### config.mk
export PLATFORM = sky130hd
export DESIGN_NAME = step_ctrl
export DESIGN_NICKNAME = d
export VERILOG_FILES = /design/src/rtl/step_ctrl_pkg.sv /design/src/rtl/step_ctrl_debounce.sv /design/src/rtl/step_ctrl.sv
export SDC_FILE = /design/constraint.sdc
export NUM_CORES = 1
export LEC_CHECK = 0
export ABC_AREA = 1
export BUFFER_PORTS_ARGS = -buffer_cell sky130_fd_sc_hd__buf_2
export CAP_MARGIN = 5
export CORE_MARGIN = 2
export CORE_UTILIZATION = 58
export CTS_BUF_LIST = sky130_fd_sc_hd__clkbuf_8 sky130_fd_sc_hd__clkbuf_16
export DETAILED_ROUTE_END_ITERATION = 12
export PLACE_DENSITY_LB_ADDON = 0.05
export SLEW_MARGIN = 20
export SYNTH_ARGS = -nofsm -noshare
export SYNTH_HDL_FRONTEND = slang
export SYNTH_SLANG_ARGS = --single-unit
### constraint.sdc
create_clock -name clk -period 2.4 [get_ports clk]
set_clock_uncertainty 0.1 [all_clocks]
set_input_delay 0.24 -clock clk [delete_from_list [all_inputs] [get_ports clk]]
set_output_delay 0.24 -clock clk [all_outputs]
set_load 0.03 [all_outputs]
### src/rtl/step_ctrl_pkg.sv
// Shared types and constants for the MIC-1 run/step controller.
package step_ctrl_pkg;

    localparam int STEP_CNT_W = 16;

    typedef enum logic [1:0] {
        IDLE     = 2'd0,
        RUN      = 2'd1,
        STEP     = 2'd2,
        WAIT_REL = 2'd3
    } state_t;

endpackage

### src/rtl/step_ctrl_debounce.sv
// Button debouncer: two-flop synchroniser, then the output follows the input
// once the synchronised level has been stable for DEBOUNCE_CYCLES clocks.
module step_ctrl_debounce #(
    parameter int DEBOUNCE_CYCLES = 10
) (
    input  logic clk,
    input  logic resetn,
    input  logic raw,
    output logic db
);

    localparam int CNT_W = (DEBOUNCE_CYCLES > 1) ? $clog2(DEBOUNCE_CYCLES) : 1;
    localparam logic [CNT_W-1:0] CNT_MAX = CNT_W'(DEBOUNCE_CYCLES - 1);

    logic             sync_p0;
    logic             sync_p1;
    logic [CNT_W-1:0] cnt;

    // Any return to the current output level restarts the stability window.
    always_ff @(posedge clk or negedge resetn) begin
        if (!resetn) begin
            sync_p0 <= 1'b0;
            sync_p1 <= 1'b0;
            cnt     <= '0;
            db      <= 1'b0;
        end else begin
            sync_p0 <= raw;
            sync_p1 <= sync_p0;
            if (sync_p1 == db) begin
                cnt <= '0;
            end else if (cnt == CNT_MAX) begin
                db  <= sync_p1;
                cnt <= '0;
            end else begin
                cnt <= cnt + 1'b1;
            end
        end
    end

endmodule

### src/rtl/step_ctrl.sv
// MIC-1 run/single-step/halt controller driving the datapath clock enable.
// Optional step counter enabled by defining STEP_CTRL_STEP_CNT_EN.
module step_ctrl
    import step_ctrl_pkg::*;
#(
    parameter int DEBOUNCE_CYCLES = 10
) (
    input  logic                  clk,
    input  logic                  resetn,
    input  logic                  btn_run,
    input  logic                  btn_step,
    input  logic                  btn_halt,
    input  logic                  cpu_halt,
    output logic                  cpu_en,
    output logic                  running,
    output logic [STEP_CNT_W-1:0] step_count
);

    logic   run_db, step_db, halt_db;
    logic   run_db_p1, step_db_p1, halt_db_p1;
    logic   run_rise_p2, step_rise_p2, halt_rise_p2;
    state_t state_q, state_d;
    logic   en_d;

    step_ctrl_debounce #(.DEBOUNCE_CYCLES(DEBOUNCE_CYCLES)) u_db_run (
        .clk(clk), .resetn(resetn), .raw(btn_run), .db(run_db)
    );

    step_ctrl_debounce #(.DEBOUNCE_CYCLES(DEBOUNCE_CYCLES)) u_db_step (
        .clk(clk), .resetn(resetn), .raw(btn_step), .db(step_db)
    );

    step_ctrl_debounce #(.DEBOUNCE_CYCLES(DEBOUNCE_CYCLES)) u_db_halt (
        .clk(clk), .resetn(resetn), .raw(btn_halt), .db(halt_db)
    );

    // p1: previous debounced level; p2: registered rise pulse
    always_ff @(posedge clk or negedge resetn) begin
        if (!resetn) begin
            run_db_p1    <= 1'b0;
            step_db_p1   <= 1'b0;
            halt_db_p1   <= 1'b0;
            run_rise_p2  <= 1'b0;
            step_rise_p2 <= 1'b0;
            halt_rise_p2 <= 1'b0;
        end else begin
            run_db_p1    <= run_db;
            step_db_p1   <= step_db;
            halt_db_p1   <= halt_db;
            run_rise_p2  <= run_db & ~run_db_p1;
            step_rise_p2 <= step_db & ~step_db_p1;
            halt_rise_p2 <= halt_db & ~halt_db_p1;
        end
    end

    always_comb begin
        state_d = state_q;
        case (state_q)
            IDLE: begin
                if (halt_rise_p2)                 state_d = IDLE;
                else if (step_rise_p2)            state_d = STEP;
                else if (run_rise_p2 && !cpu_halt) state_d = RUN;
            end
            STEP:     state_d = WAIT_REL;
            WAIT_REL: if (!step_db) state_d = IDLE;
            RUN:      if (halt_rise_p2 || cpu_halt) state_d = IDLE;
            default:  state_d = IDLE;
        endcase
        en_d = (state_d == RUN) || (state_d == STEP);
    end

    // Outputs registered with the state so they change in the same cycle.
    always_ff @(posedge clk or negedge resetn) begin
        if (!resetn) begin
            state_q <= IDLE;
            cpu_en  <= 1'b0;
            running <= 1'b0;
        end else begin
            state_q <= state_d;
            cpu_en  <= en_d;
            running <= (state_d == RUN);
        end
    end

`ifdef STEP_CTRL_STEP_CNT_EN
    logic [STEP_CNT_W-1:0] cnt_q;

    always_ff @(posedge clk or negedge resetn) begin
        if (!resetn) begin
            cnt_q <= '0;
        end else if (cpu_en) begin
            cnt_q <= cnt_q + 1'b1;
        end
    end

    assign step_count = cnt_q;
`else
    assign step_count = '0;
`endif

endmodule

# Word level (Yosys, flattened, before mapping)
# Index checks and enable logic that the tools add are counted.
# W data, S select, Z words.
[classes] eq_ne=11 reduce_logical=8 addsub=3 bitwise=9 muxes=12
[op_table] operator="$mux W4" count=6
[op_table] operator="$add A4 B1 Y4 const B" count=3
[op_table] operator="$eq A4 B4 Y1 const B" count=3
[op_table] operator="$mux W2" count=5
[op_table] operator="$pmux W2 S4" count=1
[op_table] operator="$eq A2 B2 Y1 const B" count=3
[op_table] operator="$not A1 Y1" count=6
[op_table] operator="$reduce_and A2 Y1" count=3
[op_table] operator="$eq A2 B1 Y1 const B" count=2
[op_table] operator="$and A1 B1 Y1" count=3
[op_table] operator="$eq A1 B1 Y1" count=3
[op_table] operator="$logic_not A2 Y1" count=1
[op_table] operator="$logic_or A1 B1 Y1" count=2
[op_table] operator="$logic_and A1 B1 Y1" count=1
[op_table] operator="$logic_not A1 Y1" count=1
[word_totals] reg_bits=31 elab_cells=64

# Logic depth before layout (Yosys ltp)
[depth] depth_word=8 ltp_mapped=7 ltp_nobuf=7

# Hierarchy
# A second synthesis with hierarchy kept.
[unflattened] hier_cells=144 hier_area_um2=1398.8
[modules_own_cells] mod="step_ctrl_debounce at u_db_halt ..." area_each_um2=294.0 cells_each=30 instances=2
[modules_own_cells] mod="step_ctrl" area_each_um2=499.2 cells_each=55 instances=1
[modules_own_cells] mod="step_ctrl_debounce at u_db_run" area_each_um2=311.5 cells_each=29 instances=1

# Least setup slack after synthesis
# OpenSTA, ideal clock, no wires.
[synth_path] path_type="reg2reg" from="register u_db_step.db" to="register cpu_en" arrival_time_ns=0.943 path_stages_with_launch=5 setup_time_ns=0.113 setup_slack_ns=1.245 path_cell_list="dfrtp_1 o21ai_1 nand2_1 ha_1 inv_1"
[synth_via] elab_chain_len=4 elab_cells_between_ends=5 cone_classes="eq/ne: 2; mux: 2; reduce/logical: 1"
[synth_lines] element="start, declared" line="step_ctrl_debounce.sv:9" source="output logic db"
[synth_lines] element="start signal, assigned" line="step_ctrl_debounce.sv:32" source="db <= sync_p1;"
[synth_lines] element="$mux W2 *" line="step_ctrl.sv:65" source="WAIT_REL: if (!step_db) state_d = IDLE;"
[synth_lines] element="$pmux W2 S4 *" line="step_ctrl.sv:58" source="case (state_q)"
[synth_lines] element="$eq A2 B1 Y1 / $eq A2 B2 Y1 (equally long branches)" line="step_ctrl.sv:69" source="en_d = (state_d == RUN) || (state_d == STEP);"
[synth_lines] element="$logic_or A1 B1 Y1 *" line="step_ctrl.sv:69"
[synth_lines] element="net en_d" line="step_ctrl.sv:23" source="logic en_d;"
[synth_lines] element="end signal, assigned" line="step_ctrl.sv:80" source="cpu_en <= en_d;"
[synth_lines] element="end, declared" line="step_ctrl.sv:14" source="output logic cpu_en,"
# Mark *: on every way through the listed nets, which the timed path passes. The rest lies on a longest branch.
# A chain may end at the register's enable or synchronous reset.

# Worst setup path in the final report
# Ends and elaborated chain as after synthesis.

==> run metrics <==
Root Buffer=clkbuf_8; I/O Buffers=7; Die Area=2710 um2; Crit path arrival time=1340 ps; Via Count=857; Area contributors post-synth=dfrtp_1, buf_4, nand2_1, inv_1, nor2_1; TritonRoute pass-1 iters=4; Largest delay share family, worst path=flip-flops; Slew Limit Headroom=0.571; cell taking the most area after synthesis=dfrtp_1; dpl hpwl=approximately 1.3 mm; initial antenna violation count=0; Die Ht=52.0 um; RR Startpoint=u_db_step.db; Achievable Freq=0.795 GHz; Syn-to-layout area delta=10.0%; Leak=0.785 nW; gr ovfl total=0; Setup violations, final=0; share of cells above drive strength 1=0.0968; Max Cap Viol=0; Die X=52.0 um; Yosys top cell area share=0.580; Residual DRC=0; outcome=finished, final reports clean; Slew @ Worst Pin=644 ps; Hold Vio Cnt, Final=0; unrepaired setup endpoints after global routing=no; first-pass GRT wire length=3.06 mm; Syn Area/Cell=9.69 um2; Setup Total Neg Slack=0 ps; Worst Hold Depth=0; Std-Cell Rows=17; Initial DRC Count=13; Core Box Area=2190 um2; overall routed net length=1.89 mm; fin nets=166; Seq/Total Area, Yosys=0.580; worst setup path class=register to register; CP bufs+invs=1; fillcell total=between 150 and 200; Skew-Pair Late Insertion Delay=290 ps; CP peak stage delay=430 ps; drt wl/cell=10.3 um; worst reg-to-reg path cell count=4; Yosys cell types=17; TritonCTS buffer count=5; post-CTS setup buffers=0; H-tree levels=2; Post-Syn Area=1340 um2; Clock Tree Buf Depth=2; non-filler cells, final=between 150 and 200; PD cells=around 860 nW/um2; vias in the first global route=788; critical-path cell list=o21ai_1, nand2_1, ha_1, inv_1; CP max FO=5; Final Cycle Share=0.524; pin count of the biggest net entering global routing=32; initial core utilization=0.611; ANT nets after route=0; Peak VDD IR=approximately 0.00064 V; Cells after DPL=roughly 170; IO Pins=24; Tot GR Track Use=0.171; Clk pin slew, worst setup/hold paths=~60 ps; Ant. Diodes=0; startpoint types=register; hold path startpoint=u_db_run.sync_p0; CTS tree=built; type of the worst min-delay path=register to register; clk sinks=31; Critical Path RT=2480 ps; crit path launch=u_db_step.db; Crit. path cell count=4; CP Capture Type=register; Crit-path slowest cell=dfrtp_1; Slew Limit Fails=0; Post-Syn Instances=138; yosys warns=0; minimum clock period=1260 ps; drt via density=around 4.7; number of synthesized register bits=31; gpl congestion=between 0.8 and 0.9
[metrics by stage]
| stage | total power [mW] | setup slack, ps | hold slack [ps] | instance area (um2) | utilization |
|---|---|---|---|---|---|
| floorplan | 0.817 | 1240 | -156 | 1390 | - |
| global placement | 0.842 | 1210 | 206 | 1340 | 0.613 |
| detailed placement | 0.856 | 1160 | 212 | 1340 | 0.613 |
| CTS | 1.28 | 1140 | 256 | 1470 | 0.672 |
| global route | 1.33 | 1060 | 268 | 1470 | 0.672 |
| finish | 1.26 | 1140 | 253 | 1470 | 0.672 |
[worst reg2reg max path: stages (launching register included)]
cell and delay (ps):
dfrtp_1 430, o21ai_1 240, nand2_1 90, ha_1 270, inv_1 30
[kinds of logic (layout without fill, tap and decap cells)]
group,Yosys count,after routing,synth area share
buf+inv,34,36,0.140
compound gates,7,7,0.0262
fa+ha+maj,5,5,0.0468
other cells,1,16,0.00280
xor+xnor,4,4,0.0262
simple gates,56,56,0.178
flops,31,31,0.580
[sequential cells by signal, indices dropped and copies added (netlist names), 2 cells and up]
register       cells
u_db_halt.cnt      4
u_db_run.cnt       4
u_db_step.cnt      4
state_q            2
[per-layer routing]
| layer | vias to the layer above | track usage | wire [um] |
|---|---|---|---|
| met2 | 28 | 0.274 | 930 |
| met3 | 7 | 0.0603 | 105 |
| met4 | 0 | 0.162 | 70 |
| li1 | 423 | - | - |
| met1 | 399 | 0.169 | 786 |
| met5 | - | 0 | 0 |
[path summary, 6_finish.rpt]
kind                                    end  slack (ps)
hold / removal             u_db_run.sync_p1         250
setup / recovery                     cpu_en        1140
min in group asynchronous        step_db_p1         420
max in group asynchronous  u_db_halt.cnt[3]        1360
setup reg to reg                     cpu_en        1140
hold reg to reg            u_db_run.sync_p1         250
[synth_stat cells (all sizes together)]
cell	n
a21oi	3
nor3	1
xnor2	3
inv	18
dfrtp	31
ha	5
xor2	1
o21ai	4
nand3	6
nand3b	3
nor2	18
nand4	2
nand2	26
buf	16
conb	1
[timing repair]
item	CTS	global route
endpoints found under the hold margin	34	0
gates resized for setup	0	0
hold buffers	4	0
[cell usage in the layout (no fill, tap or decap), drive strengths merged]
| master | count |
|---|---|
| ha | 5 |
| a21oi | 3 |
| dfrtp | 31 |
| o21ai | 4 |
| inv | 18 |
| nand3b | 3 |
| clkbuf | 6 |
| dlygate4sd3 | 4 |
| nor2 | 18 |
| nor3 | 1 |
| conb | 16 |
| buf | 7 |
| nand2 | 26 |
| clkinv | 1 |
| xnor2 | 3 |
| nand3 | 6 |
| nand4 | 2 |
| xor2 | 1 |
[where the power goes]
group	total (mW)	internal [mW]	switching, mW
Clock	0.410	0.224	0.186
Sequential	0.627	0.585	0.0422
Combinational	0.223	0.0709	0.152
Total	1.26	0.880	0.380
[cell type report]
cell class                      count  area (um2)  area share
Clock buffer                        6        82.6      0.0561
Clock inverter                      1        5.00     0.00340
Inverter                           18        67.6      0.0459
Multi-Input combinational cell     88         430       0.293
Sequential cell                    31         776       0.527
Tap cell                           28        35.0      0.0238
Timing Repair Buffer               11        75.1      0.0510
(Power assumes the default switching activity.)
